<file path="src/rtl/psram_arbiter.sv">
// Two-port arbiter in front of the PSRAM controller: CPU read/write and video read-only.
// One command per grant; the owner gets data plus a one-cycle ack on done or timeout.
module psram_arbiter #(
    parameter int VID_PRIORITY   = 1,
    parameter int STARVE_MAX     = 4,
    parameter int TIMEOUT_CYCLES = 255
) (
    input  logic        i_clk,
    input  logic        i_rst,
    input  logic        i_cpu_req,
    input  logic        i_cpu_we,
    input  logic [23:0] i_cpu_addr,
    input  logic [15:0] i_cpu_din,
    output logic        o_cpu_ack,
    output logic [15:0] o_cpu_dout,
    input  logic        i_vid_req,
    input  logic [23:0] i_vid_addr,
    output logic        o_vid_ack,
    output logic [15:0] o_vid_dout,
    output logic        o_ps_stb,
    output logic        o_ps_we,
    output logic [23:0] o_ps_addr,
    output logic [15:0] o_ps_din,
    input  logic        i_ps_busy,
    input  logic        i_ps_done,
    input  logic [15:0] i_ps_dout,
    output logic        o_owner,
    output logic        o_timeout
);

    localparam logic [1:0] S_IDLE    = 2'd0;
    localparam logic [1:0] S_ISSUE   = 2'd1;
    localparam logic [1:0] S_WAIT    = 2'd2;
    localparam logic [1:0] S_RESPOND = 2'd3;

    localparam int SW = $clog2(STARVE_MAX + 2);

    logic [1:0]    state;
    logic [7:0]    wait_cnt;
    logic [SW-1:0] starve_cnt;
    logic          rr_vid;
    logic          grant_any;
    logic          grant_vid;

    // Arbitration decision, only acted upon in IDLE
    always_comb begin
        grant_any = 1'b0;
        grant_vid = 1'b0;
        if (!i_ps_busy && (i_cpu_req || i_vid_req)) begin
            grant_any = 1'b1;
            if (i_cpu_req && i_vid_req) begin
                if (VID_PRIORITY != 0)
                    grant_vid = (starve_cnt != SW'(STARVE_MAX));
                else
                    grant_vid = rr_vid;
            end else begin
                grant_vid = i_vid_req;
            end
        end
    end

    always_ff @(posedge i_clk) begin
        if (i_rst) begin
            state      <= S_IDLE;
            wait_cnt   <= 8'd0;
            starve_cnt <= '0;
            rr_vid     <= 1'b0;
            o_cpu_ack  <= 1'b0;
            o_vid_ack  <= 1'b0;
            o_cpu_dout <= 16'h0000;
            o_vid_dout <= 16'h0000;
            o_ps_stb   <= 1'b0;
            o_ps_we    <= 1'b0;
            o_ps_addr  <= 24'h000000;
            o_ps_din   <= 16'h0000;
            o_owner    <= 1'b0;
            o_timeout  <= 1'b0;
        end else begin
            o_ps_stb  <= 1'b0;
            o_cpu_ack <= 1'b0;
            o_vid_ack <= 1'b0;
            o_timeout <= 1'b0;
            case (state)
                S_IDLE: begin
                    if (!i_cpu_req)
                        starve_cnt <= '0;
                    if (grant_any) begin
                        o_owner   <= grant_vid;
                        o_ps_addr <= grant_vid ? i_vid_addr : i_cpu_addr;
                        o_ps_we   <= !grant_vid && i_cpu_we;
                        o_ps_din  <= grant_vid ? 16'h0000 : i_cpu_din;
                        o_ps_stb  <= 1'b1;
                        state     <= S_ISSUE;
                        if (!grant_vid)
                            starve_cnt <= '0;
                        else if (i_cpu_req && starve_cnt < SW'(STARVE_MAX))
                            starve_cnt <= starve_cnt + SW'(1);
                        if (i_cpu_req && i_vid_req)
                            rr_vid <= !grant_vid;
                    end
                end
                S_ISSUE: begin
                    wait_cnt <= 8'd0;
                    state    <= S_WAIT;
                end
                S_WAIT: begin
                    // Acks are registered here so they are high during RESPOND
                    if (i_ps_done) begin
                        if (o_owner) begin
                            o_vid_dout <= i_ps_dout;
                            o_vid_ack  <= 1'b1;
                        end else begin
                            o_cpu_dout <= i_ps_dout;
                            o_cpu_ack  <= 1'b1;
                        end
                        state <= S_RESPOND;
                    end else if (wait_cnt == 8'(TIMEOUT_CYCLES - 1)) begin
                        if (o_owner) begin
                            o_vid_dout <= 16'h0000;
                            o_vid_ack  <= 1'b1;
                        end else begin
                            o_cpu_dout <= 16'h0000;
                            o_cpu_ack  <= 1'b1;
                        end
                        o_timeout <= 1'b1;
                        wait_cnt  <= wait_cnt + 8'd1;
                        state     <= S_RESPOND;
                    end else begin
                        wait_cnt <= wait_cnt + 8'd1;
                    end
                end
                default: begin
                    state <= S_IDLE;
                end
            endcase
        end
    end

endmodule

</file>
<file path="config.mk">
export PLATFORM = sky130hd
export DESIGN_NAME = psram_arbiter
export DESIGN_NICKNAME = d
export VERILOG_FILES = /design/src/rtl/psram_arbiter.sv
export SDC_FILE = /design/constraint.sdc
export NUM_CORES = 1
export LEC_CHECK = 0
export CAP_MARGIN = 20
export CORE_MARGIN = 2
export CORE_UTILIZATION = 45
export CTS_CLUSTER_SIZE = 30
export DETAILED_ROUTE_END_ITERATION = 7
export HOLD_SLACK_MARGIN = 0.05
export PLACE_DENSITY = 0.92
export SLEW_MARGIN = 20
export SYNTH_ARGS = -nofsm -noshare
export SYNTH_HDL_FRONTEND = slang
export SYNTH_SLANG_ARGS = --single-unit
</file>
<file path="constraint.sdc">
create_clock -name i_clk -period 5.2 [get_ports i_clk]
set_clock_uncertainty 0.1 [all_clocks]
set_input_delay 1.56 -clock i_clk [delete_from_list [all_inputs] [get_ports i_clk]]
set_output_delay 1.56 -clock i_clk [all_outputs]
set_load 0.03 [all_outputs]
</file>
### Word-level counts from Yosys, hierarchy flattened

Cells that the tools add are included.

| word-level totals | value |
|---|---|
| flip-flop bits (word level) | 91 |
| output and inout bits | 78 |
| logic and storage cells | 75 |

| operators by class | value |
|---|---|
| $add $sub $neg | 2 |
| magnitude comparators | 1 |
| equal/unequal tests | 7 |
| mux-type cells | 31 |
| bitwise gates (word level) | 3 |
| reductions and logical operators | 18 |

Operators with widths:

| operator | count |
|---|---|
| $mux W16 | 9 |
| $mux W24 | 1 |
| $pmux W8 S2 | 1 |
| $mux W3 | 4 |
| $mux W1 | 11 |
| $add A8 B1 Y8 const B | 1 |
| $eq A8 B8 Y1 const B | 1 |
| $mux W8 | 1 |
| $mux W2 | 3 |
| $ne A3 B3 Y1 const B | 2 |
| $pmux W2 S3 | 1 |
| $reduce_and A2 Y1 | 3 |
| $reduce_and A3 Y1 | 2 |
| $logic_and A1 B1 Y1 | 4 |
| $ne A2 B2 Y1 const B | 2 |
| $reduce_bool A2 Y1 | 2 |
| $reduce_or A2 Y1 | 2 |
| $add A3 B1 Y3 const B | 1 |
| $lt A3 B3 Y1 const B | 1 |
| $not A1 Y1 | 3 |
| $reduce_or A3 Y1 | 1 |
| $eq A2 B1 Y1 const B | 1 |
| $eq A2 B2 Y1 const B | 1 |
| $logic_not A1 Y1 | 2 |
| other kinds (2) | 2 |

### Longest topological paths before layout

Gate-level depths: netlist (run 1).

| depth | value |
|---|---|
| depth after elaboration | 5 |
| depth in mapped cells | 8 |
| gate-level depth less buffers | 6 |

### Least setup slack after synthesis (run 1)

No wires, ideal clock.

| timing | value |
|---|---|
| kind | input port to flip-flop |
| start | input i_ps_busy |
| end | register o_ps_din[10] |
| library setup time | 0.129 ns |
| data arrival time | 2.541 ns |
| required time | 4.971 ns |
| setup slack | 2.431 ns |
| stages | 6 |
| path buffers | 2 |
| cells stage by stage | o21bai_2 > or2_1 > buf_4 > buf_4 > a22oi_2 > nor2_2 |

| between the ends | value |
|---|---|
| cells in the longest elaborated chain, start to end | 4 |

RTL lines:

| element | RTL line | source |
|---|---|---|
| start: declaration | 24 | `input logic i_ps_busy,` |
| $logic_not A1 Y1 * | 49 | `if (!i_ps_busy && (i_cpu_req \|\| i_vid_req)) begin` |
| $logic_and A1 B1 Y1 * | 49 |  |
| $mux W1 | 49 |  |
| $mux W16 / $reduce_and A2 Y1 (equally long branches) | - |  |
| end signal: assignment | 91 | `o_ps_din <= grant_vid ? 16'h0000 : i_cpu_din;` |
| end: declaration | 23 | `output logic [15:0] o_ps_din,` |

Mark *: on every way between the ends. The rest lies on a longest branch, timed or not.
A chain may end at the register's enable or synchronous reset.

### Final worst setup path (run 1)

| timing | value |
|---|---|
| start | input i_cpu_req |
| end | register starve_cnt[0] |

| between the ends | value |
|---|---|
| cells in the longest elaborated chain, start to end | 5 |

RTL lines:

| element | RTL line | source |
|---|---|---|
| start: declaration | 10 | `input logic i_cpu_req,` |
| $logic_and A1 B1 Y1 / $logic_or A1 B1 Y1 (equally long branches) | - |  |
| $mux W1 / $logic_and A1 B1 Y1 (equally long branches) | 51, 49 |  |
| $mux W1 | 49 |  |
| $mux W3 | 94 | `if (!grant_vid)` |
| $mux W3 * | 87 | `if (grant_any) begin` |
| end signal: assignment | 97 | `starve_cnt <= starve_cnt + SW'(1);` |
| end: declaration | 40 | `logic [SW-1:0] starve_cnt;` |

Marked as above.

==> run metrics, run 1 <==
status=finished clean; Worst path max stage delay=slightly below 0.8 ns; cell taking the most area after synthesis=dfxtp_1; HPWL after detailed placement=between 6000 and 7000 um; Max Freq=around 290 MHz; Pre-antenna DRT Iters=4; Slew @ Worst Pin=about 1.1 ns; Finished Cell Area=0.005564 mm^2; Nets=620; area grow syn2layout=48.88%; Worst Path Buf+Inv=1; Clock Latency Late Sink=around 0.35 ns; final setup vio count=0; Post-synth EDFFs=0; Core Util, Final=68.40%; Vias=about 3400; Crit path required time=around 5.4 ns; final period utilization=approximately two thirds; first-pass GRT wire length=approximately 15000 um; Starting Density=between 40 and 50%; Worst setup SP type=input port; most frequent cell after synthesis=dfxtp_1; Synth Area in Compound Gates=~24%; post-CTS setup buffers=0; All-Layer GR Usage=about a fifth; met2 Use GR=36.85%; crit-path leading delay family=simple AND/OR/NAND/NOR gates; number of I/O port buffers=about 160; maximum VDD drop=between 0.15 and 0.2 mV; CP Cell Sequence=clkdlybuf4s50_1 > nand3_2 > and3_1 > nand3_1 > o32ai_1; fin. max-slew vios=0; post-CTS sizing=0; die footprint=about 0.009 mm^2; Critical Path Fanout Max=28; Cell Area, Synth=between 0.003 and 0.004 mm^2; largest family of logic cells by synthesized area=compound AO/OA/AOI/OAI gates; mux contribution to synthesized area=under 10%; synthesized net count=472; row cnt=33; RSZ-0062 raised after global routing=no; vias in the first global route=roughly 3200; Hold WS=0.3725 ns; top_reg_cell synth=dfxtp_1; GR Util met1=approximately a quarter; Longest Clk Path Bufs=2; Hold WC Path Type=reg -> reg; Cell variety after synth=40; Sink Count=just over 90; Slowest-stage cell, CP=and3_1; Crit Path Class=in -> reg; grt ovf=0; Pwr Density=361.8 mW/mm^2; leak pwr=roughly 2.0 nW; GPL Wtd Cong=0.7613; FFs w/ async S/R, synth=0%; nature of the critical path endpoint=register; post-synthesis adder-cell area fraction=about 2.7%; Die Ht=about 95 um; fillers=~600; DP Area=0.005368 mm^2; synth cell count leaders=91 x dfxtp_1, 56 x nand2_1, 42 x nor2_1; clock buffers created by TritonCTS=9; gr busiest metal=met2; Max-Cap Viols=0; Hold Buf Count CTS=0; Final ANT Viol Nets=0; Synth warnings=0; pin count of the biggest net entering global routing=64; routed len/inst=14.97 um; routed wire length=about 9500 um; setup TNS=0 ns; Remaining DRCs=0; initial antenna violation count=0; top post-synthesis cells by area=dfxtp_1 49%, a32o_1 8.6%, nand2_1 5.6%; Synth top area share=around 50%; ant diodes=0; Synth Register Bits=91; Hold Violations, Final=0; Post-Synthesis Cells=between 300 and 400; Via density=~5.3; Clock Tree Root=clkbuf_8; Slew headroom=between 20% and 30%; share of cells above drive strength 1=a little over a tenth; Avg Synthesized Cell Area=around 9.9 um^2; DRT iter0 DRCs=155; min Tclk post-route=3.491 ns; Seq/Total Area, Yosys=about 50%; core area=between 0.008 and 0.009 mm^2; crit path DAT=about 3.7 ns; clock-pin slew on the worst setup and hold paths=approximately 0.09 ns; CTS H-tree lvls=3; xor/xnor share of the synthesized area=0%; I/O pin count=between 150 and 200; CTS tree=built; simple-gate area share of the yosys netlist=approximately 18%; Die W=~95 um; met3 Use GR=about 5%
## cells by family after synthesis
logic type / Yosys count
AOI/OAI and AO/OA: 93
adders and majority gates: 8
and+or+nand+nor: 142
buffers and inverters: 38
muxes: 5
DFF: 91
## cells in the final DEF (no fill, tap or decap), types with 2 or more instances in the layout
cell type | Yosys | routed
a21oi_1 | 7 | 7
a22oi_1 | 8 | 8
a22oi_2 | 10 | 10
a311oi_1 | 24 | 24
a31oi_4 | 2 | 2
a32o_1 | 32 | 32
and2_2 | 2 | 2
buf_4 | 3 | 2
clkbuf_8 | 0 | 9
clkdlybuf4s50_1 | 0 | 163
clkinvlp_4 | 0 | 3
dfxtp_1 | 91 | 91
ha_1 | 8 | 8
inv_1 | 9 | 9
mux2_2 | 4 | 4
nand2_1 | 56 | 56
nand2b_1 | 9 | 9
nand3_1 | 6 | 6
nand4_1 | 3 | 3
nor2_1 | 42 | 42
nor2_2 | 11 | 10
nor3_1 | 2 | 2
o32ai_1 | 3 | 3
or2_2 | 3 | 3
## where the power goes
part	switching, W	leakage [nW]	total (W)	internal (W)
clock	0.000247	0.0877	0.000468	0.000220
sequential	0.0000490	0.740	0.000830	0.000781
combinational	0.000410	1.13	0.000715	0.000305
total	0.000707	1.96	0.00201	0.00131
## final cells by class
| type | count | area [um^2] | area share, % |
|---|---|---|---|
| multi-input combinational | 248 | 1735 | 31.19 |
| timing repair buffer | 166 | 1652 | 29.68 |
| clock buffer | 9 | 123.9 | 2.226 |
| tap | 105 | 131.4 | 2.361 |
| sequential | 91 | 1822 | 32.74 |
| inverter | 9 | 33.78 | 0.6072 |
| clock inverter | 6 | 66.31 | 1.192 |
## path summary, 6_finish.rpt
path	startpoint	end	cells after the start	slack [ns]
setup reg to reg	state[0]	o_vid_dout[6]	4	2.85
setup / recovery	i_cpu_req	starve_cnt[0]	5	1.71
hold / removal	o_cpu_dout[13]	o_cpu_dout[13]	1	0.37
hold reg to reg	o_cpu_dout[13]	o_cpu_dout[13]	1	0.37
## flip-flops by register name, indices dropped and copies added (netlist names)
register / cells
starve_cnt: 3
wait_cnt: 8
o_vid_dout: 16
o_ps_addr: 24
o_ps_we: 1
o_ps_din: 16
o_cpu_dout: 16
o_ps_stb: 1
o_vid_ack: 1
o_timeout: 1
state: 2
o_owner: 1
o_cpu_ack: 1
## stage by stage
stage	setup slack, ns	std cells	power [W]
after detailed placement	1.345	619	0.001560
final	1.709	634	0.002013
after CTS	1.705	634	0.002019
after global placement	1.464	619	0.001536
after floorplan	2.431	377	0.001295
after global routing	1.537	634	0.002121
## layer usage
layer	vias up	part of all wire, %	wire, um
met5	-	0	0
met4	0	1.7	161
met3	12	5.6	535
met2	93	52	4970
met1	1611	40	3825
li1	1675	-	-
Power figures use the tool's default switching activity.
==> run 2: changes to the inputs <==
CORE_UTILIZATION = 38   (was 45)
PLACE_DENSITY = 0.84   (was 0.92)
clock period = 3.17 ns   (was 5.2 ns; I/O delays follow)
==> run 2 against run 1 <==
Against the previous run:
- hold slack better by 0.0012 ns
- first-iteration DRC count decreased by 3.9%
- clock power increased by 56%
- sequential cell count is the same
- global-route usage down 3.0 points
- register-to-register slack got worse by 1.7 ns
- total power up 64%
- sequential power increased by 64%
- via count rose by 2.6%
- non-clock buffer count up 6
- critical endpoint is now o_owner
- largest power group unchanged
==> run metrics, run 2 (same netlist as run 1, synthesis figures left out) <==
status=finished clean; area of the multi-input gates=~0.0017 mm^2; Final ANT Viol Nets=0; Max-Cap Viols=0; row cnt=36; Worst path max stage delay=around 0.76 ns; post-CTS setup buffers=0; Vias=between 3000 and 4000; worst r2r path cells=4; Max Freq=372.9 MHz; number of I/O port buffers=roughly 160; Crit path required time=between 2 and 2.5 ns; routed wire length=a little under 10000 um; CTS tree=built; share of cells above drive strength 1=a little under an eighth; Register Area=0.001822 mm^2; Clock Tree Root=clkbuf_8; Longest Clk Path Bufs=2; placed cell count=around 650; Non-Filler Instances=roughly 670; Hold WS=0.3737 ns; ant diodes=0; routed len/inst=between 10 and 15 um; Die W=a little over 100 um; HPWL after detailed placement=7045 um; crit-path leading delay family=buffers and inverters; vias in the first global route=~3300; die footprint=between 0.01 and 0.015 mm^2; grt ovf=0; Die Ht=roughly 100 um; first-pass GRT wire length=~15000 um; Hold WC Path Type=reg -> reg; most frequent cells in the layout=163 x clkdlybuf4s50_1, 91 x dfxtp_1, 56 x nand2_1; Critical Path Fanout Max=5; Hold Path Stages=1; min Tclk post-route=roughly 2.7 ns; CP Cell Sequence=clkdlybuf4s50_1; crit path DAT=around 1.6 ns; pin count of the biggest net entering global routing=65; Slew @ Worst Pin=about 0.75 ns; Pre-antenna DRT Iters=4; Hold Violations, Final=0; Finished Cell Area=about 0.0057 mm^2; fin. max-slew vios=0; DRT iter0 DRCs=about 150; Sw Ratio=a little over a third; commonest non-fill, non-tap cell in the layout=clkdlybuf4s50_1; post-CTS sizing=0; Pwr Density=slightly below 600 mW/mm^2; final setup vio count=0; fillers=approximately 840; P_int=about 0.0021 W; Clock Latency Late Sink=between 0.3 and 0.4 ns; clock network power share=about 22%; clock-pin slew on the worst setup and hold paths=around 0.1 ns; number of flip-flops in the largest register=24; Starting Density=38.77%; CTS H-tree lvls=3; number of cells on the critical path=1; Via density=5.202; GPL Wtd Cong=0.8649; Slowest-stage cell, CP=clkdlybuf4s50_1; Worst Path Buf+Inv=1; leak pwr=2.008 nW; Crit Path Class=reg -> out; worst reg2reg setup slack=about 1.1 ns; clock buffers created by TritonCTS=9; All-Layer GR Usage=between 10% and 20%; Sequential Power Share=~40%; setup TNS=0 ns; nature of the critical path endpoint=output port; initial antenna violation count=0; maximum VDD drop=about 0.35 mV; Worst setup SP type=register; area grow syn2layout=51.32%; Psw=0.001192 W; Gate power share=between 30 and 40%; Sink Count=a little over 90; Hold Buf Count CTS=0; Reg with most FFs=o_ps_addr; Slew headroom=49.96%; core area=0.009639 mm^2; Nets=626; final period utilization=84.59%; Remaining DRCs=0; total power=between 0.003 and 0.004 W; DP Area=between 0.005 and 0.006 mm^2; RSZ-0062 raised after global routing=no; I/O pin count=around 170
run 2: changes by cell type in the layout (fill, tap and decap cells not counted):
cell / change
buf_12: +1
nor3b_2: -1
buf_4: +5
bufinv_16: -1
inv_6: +2
nor3b_4: +1
clkinvlp_4: -2
inv_8: +1
clkinv_4: +1
run 2: worst paths after layout:
path,to,start
setup / recovery,o_owner,o_owner
hold / removal,o_vid_dout[12],o_vid_dout[12]
setup reg to reg,o_vid_dout[15],state[0]
hold reg to reg,o_vid_dout[12],o_vid_dout[12]
run 2: layout make-up:
type | count | share of cell area [%]
well taps | 133 | 2.942
flip-flops and latches | 91 | 32.21
clock buffers | 9 | 2.190
inverters | 9 | 0.5973
repair buffers | 172 | 30.22
multi-input cells | 248 | 30.80
clock inverters | 7 | 1.040
run 2: per-layer routing:
metal	part of all wire [%]	vias to the layer above	global-route usage [%]
met4	1.4	0	6.174
met3	6.0	8	4.368
met5	0	-	0
met2	51	118	31.17
met1	41	1666	20.92
li1	-	1688	-
run 2: power groups by stage:
stage | Clock, W | Sequential [W] | Combinational, W
2_1_floorplan | 0 | 0.00162 | 0.000503
3_3_place_gp | 0 | 0.00138 | 0.00117
3_5_place_dp | 0 | 0.00139 | 0.00120
4_1_cts | 0.000757 | 0.00136 | 0.00120
5_1_grt | 0.000806 | 0.00138 | 0.00130
6_report | 0.000731 | 0.00136 | 0.00120
run 2: stage by stage:
step | setup WS (ns) | util [%]
6_report | 0.4885 | 58.67
5_1_grt | 0.4474 | 58.67
3_3_place_gp | 0.5242 | 56.65
2_1_floorplan | 1.010 | -
4_1_cts | 0.5025 | 58.54
3_5_place_dp | 0.4483 | 56.65
==> run 3: changes to the inputs <==
clock period = 2.4 ns   (was 3.17 ns; I/O delays follow)
==> run 3 against run 2 <==
Against the previous run:
- setup slack worse by 0.32 ns
- non-clock buffer count increased by 6
- clock power increased by 34%
- design area up 2.2%
- sequential cell count unchanged
- sequential power rose by 32%
- combinational power is 38% higher
- critical endpoint is now o_vid_dout[4]
- largest cell class is now non-clock buffers
- largest power group unchanged
==> run metrics, run 3 (same netlist as run 1, synthesis figures left out) <==
Die Ht=103.2 um; fin. max-slew vios=0; Max Freq=approximately 450 MHz; Crit path required time=roughly 1.6 ns; crit path DAT=1.41 ns; Pre-antenna DRT Iters=4; area of the multi-input gates=approximately 0.0017 mm^2; DP Area=about 0.0056 mm^2; Nets=about 630; Final ANT Viol Nets=0; grt ovf=0; Slew @ Worst Pin=about 0.76 ns; placed cell count=659; Sink Count=slightly above 90; min Tclk post-route=between 2 and 2.5 ns; vias in the first global route=3300; Hold Violations, Final=0; area grow syn2layout=54.64%; first-pass GRT wire length=around 15000 um; pin count of the biggest net entering global routing=slightly below 50; routed wire length=approximately 10000 um; status=finished clean; I/O pin count=approximately 170; routed len/inst=14.77 um; fillers=approximately 840; setup TNS=0 ns; Slowest-stage cell, CP=clkdlybuf4s50_1; HPWL after detailed placement=between 7000 and 8000 um; number of I/O port buffers=approximately 160; Worst setup SP type=register; RSZ-0062 raised after global routing=no; Starting Density=just under 40%; Longest Clk Path Bufs=2; DRT iter0 DRCs=149; total power=around 0.0044 W; M1 wire length=between 4000 and 5000 um; Core Util, Final=59.96%; number of flip-flops in the largest register=24; worst reg2reg setup slack=~0.38 ns; Die W=a little over 100 um; clock buffers created by TritonCTS=9; Clock Tree Root=clkbuf_8; Crit Path Class=reg -> out; worst r2r path cells=6; ant diodes=0; clock-pin slew on the worst setup and hold paths=0.09 ns; initial antenna violation count=0; Non-Filler Instances=675; leak pwr=2.064 nW; final setup vio count=0; maximum VDD drop=0.4056 mV; share of cells above drive strength 1=between 10 and 15%; Max-Cap Viols=0; Register Area=about 0.0018 mm^2; core area=slightly below 0.01 mm^2; CP Cell Sequence=clkdlybuf4s50_1; Vias=between 3000 and 4000; nature of the critical path endpoint=output port; Routed met3 length=~550 um; commonest non-fill, non-tap cell in the layout=clkdlybuf4s50_1; Hold WC Path Type=reg -> reg; Pwr Density=between 700 and 800 mW/mm^2; most frequent cells in the layout=162 x clkdlybuf4s50_1, 91 x dfxtp_1, 56 x nand2_1; met2 wire length=5090 um; Hold Path Stages=1; Via density=roughly 5.1; Finished Cell Area=0.005779 mm^2; Critical Path Fanout Max=2; post-CTS setup buffers=0; Max Used Layer=met4; All-Layer GR Usage=18.23%; GPL Wtd Cong=about 0.79; Worst path max stage delay=a little over 0.7 ns; Worst Path Buf+Inv=1; Clock Latency Late Sink=between 0.3 and 0.4 ns; Remaining DRCs=0; CTS tree=built; Slew headroom=roughly 49%; Reg with most FFs=o_ps_addr; crit-path leading delay family=buffers and inverters; row cnt=36; CTS H-tree lvls=3; final period utilization=just over 90%; die footprint=between 0.01 and 0.015 mm^2; number of cells on the critical path=1
run 3: cell count changes in the layout (fill, tap and decap cells not counted), moves of 2 or more:
cell | previous run | this run
clkbuf_8 | 9 | 11
inv_6 | 3 | 1
clkinvlp_4 | 1 | 3
buf_12 | 1 | 7
run 3: cell type report:
cell class / instances / share of cell area [%]
inverter: 9 / 0.5845
sequential: 91 / 31.52
multi-input combinational: 248 / 30.14
timing repair buffer: 178 / 31.63
clock buffer: 11 / 2.620
clock inverter: 5 / 0.6278
tap: 133 / 2.879
run 3: per-layer routing:
layer  up-vias  track usage [%]
met2        90            32.12
met5         -                0
met3        17            5.108
met4         0            7.591
met1      1664            20.77
li1       1691                -
run 3: timing repair:
action,in CTS,in global routing
resized for setup,1,0
hold buffers,0,0
endpoints found under the setup margin,1,0
run 3: metrics by stage:
stage | worst slack (ns) | hold WS [ns]
finish | 0.1672 | 0.3697
global route | 0.1128 | 0.3839
CTS | 0.1573 | 0.3739
detailed placement | -0.1013 | 0.3543
global placement | 0.03274 | 0.3453
floorplan | 0.4705 | 0.3650
run 3: where the power goes:
part           internal (W)  switching (W)  leakage, nW
Combinational      0.000748       0.000912         1.24
Sequential          0.00169       0.000105        0.740
Clock              0.000435       0.000545       0.0880
Total               0.00287        0.00156         2.06
run 3: worst paths after layout:
check,from,end
worst min-delay path,o_cpu_dout[12],o_cpu_dout[12]
worst max-delay path,o_vid_dout[4],o_vid_dout[4]
worst min register to register,o_cpu_dout[12],o_cpu_dout[12]
worst max register to register,state[0],state[0]
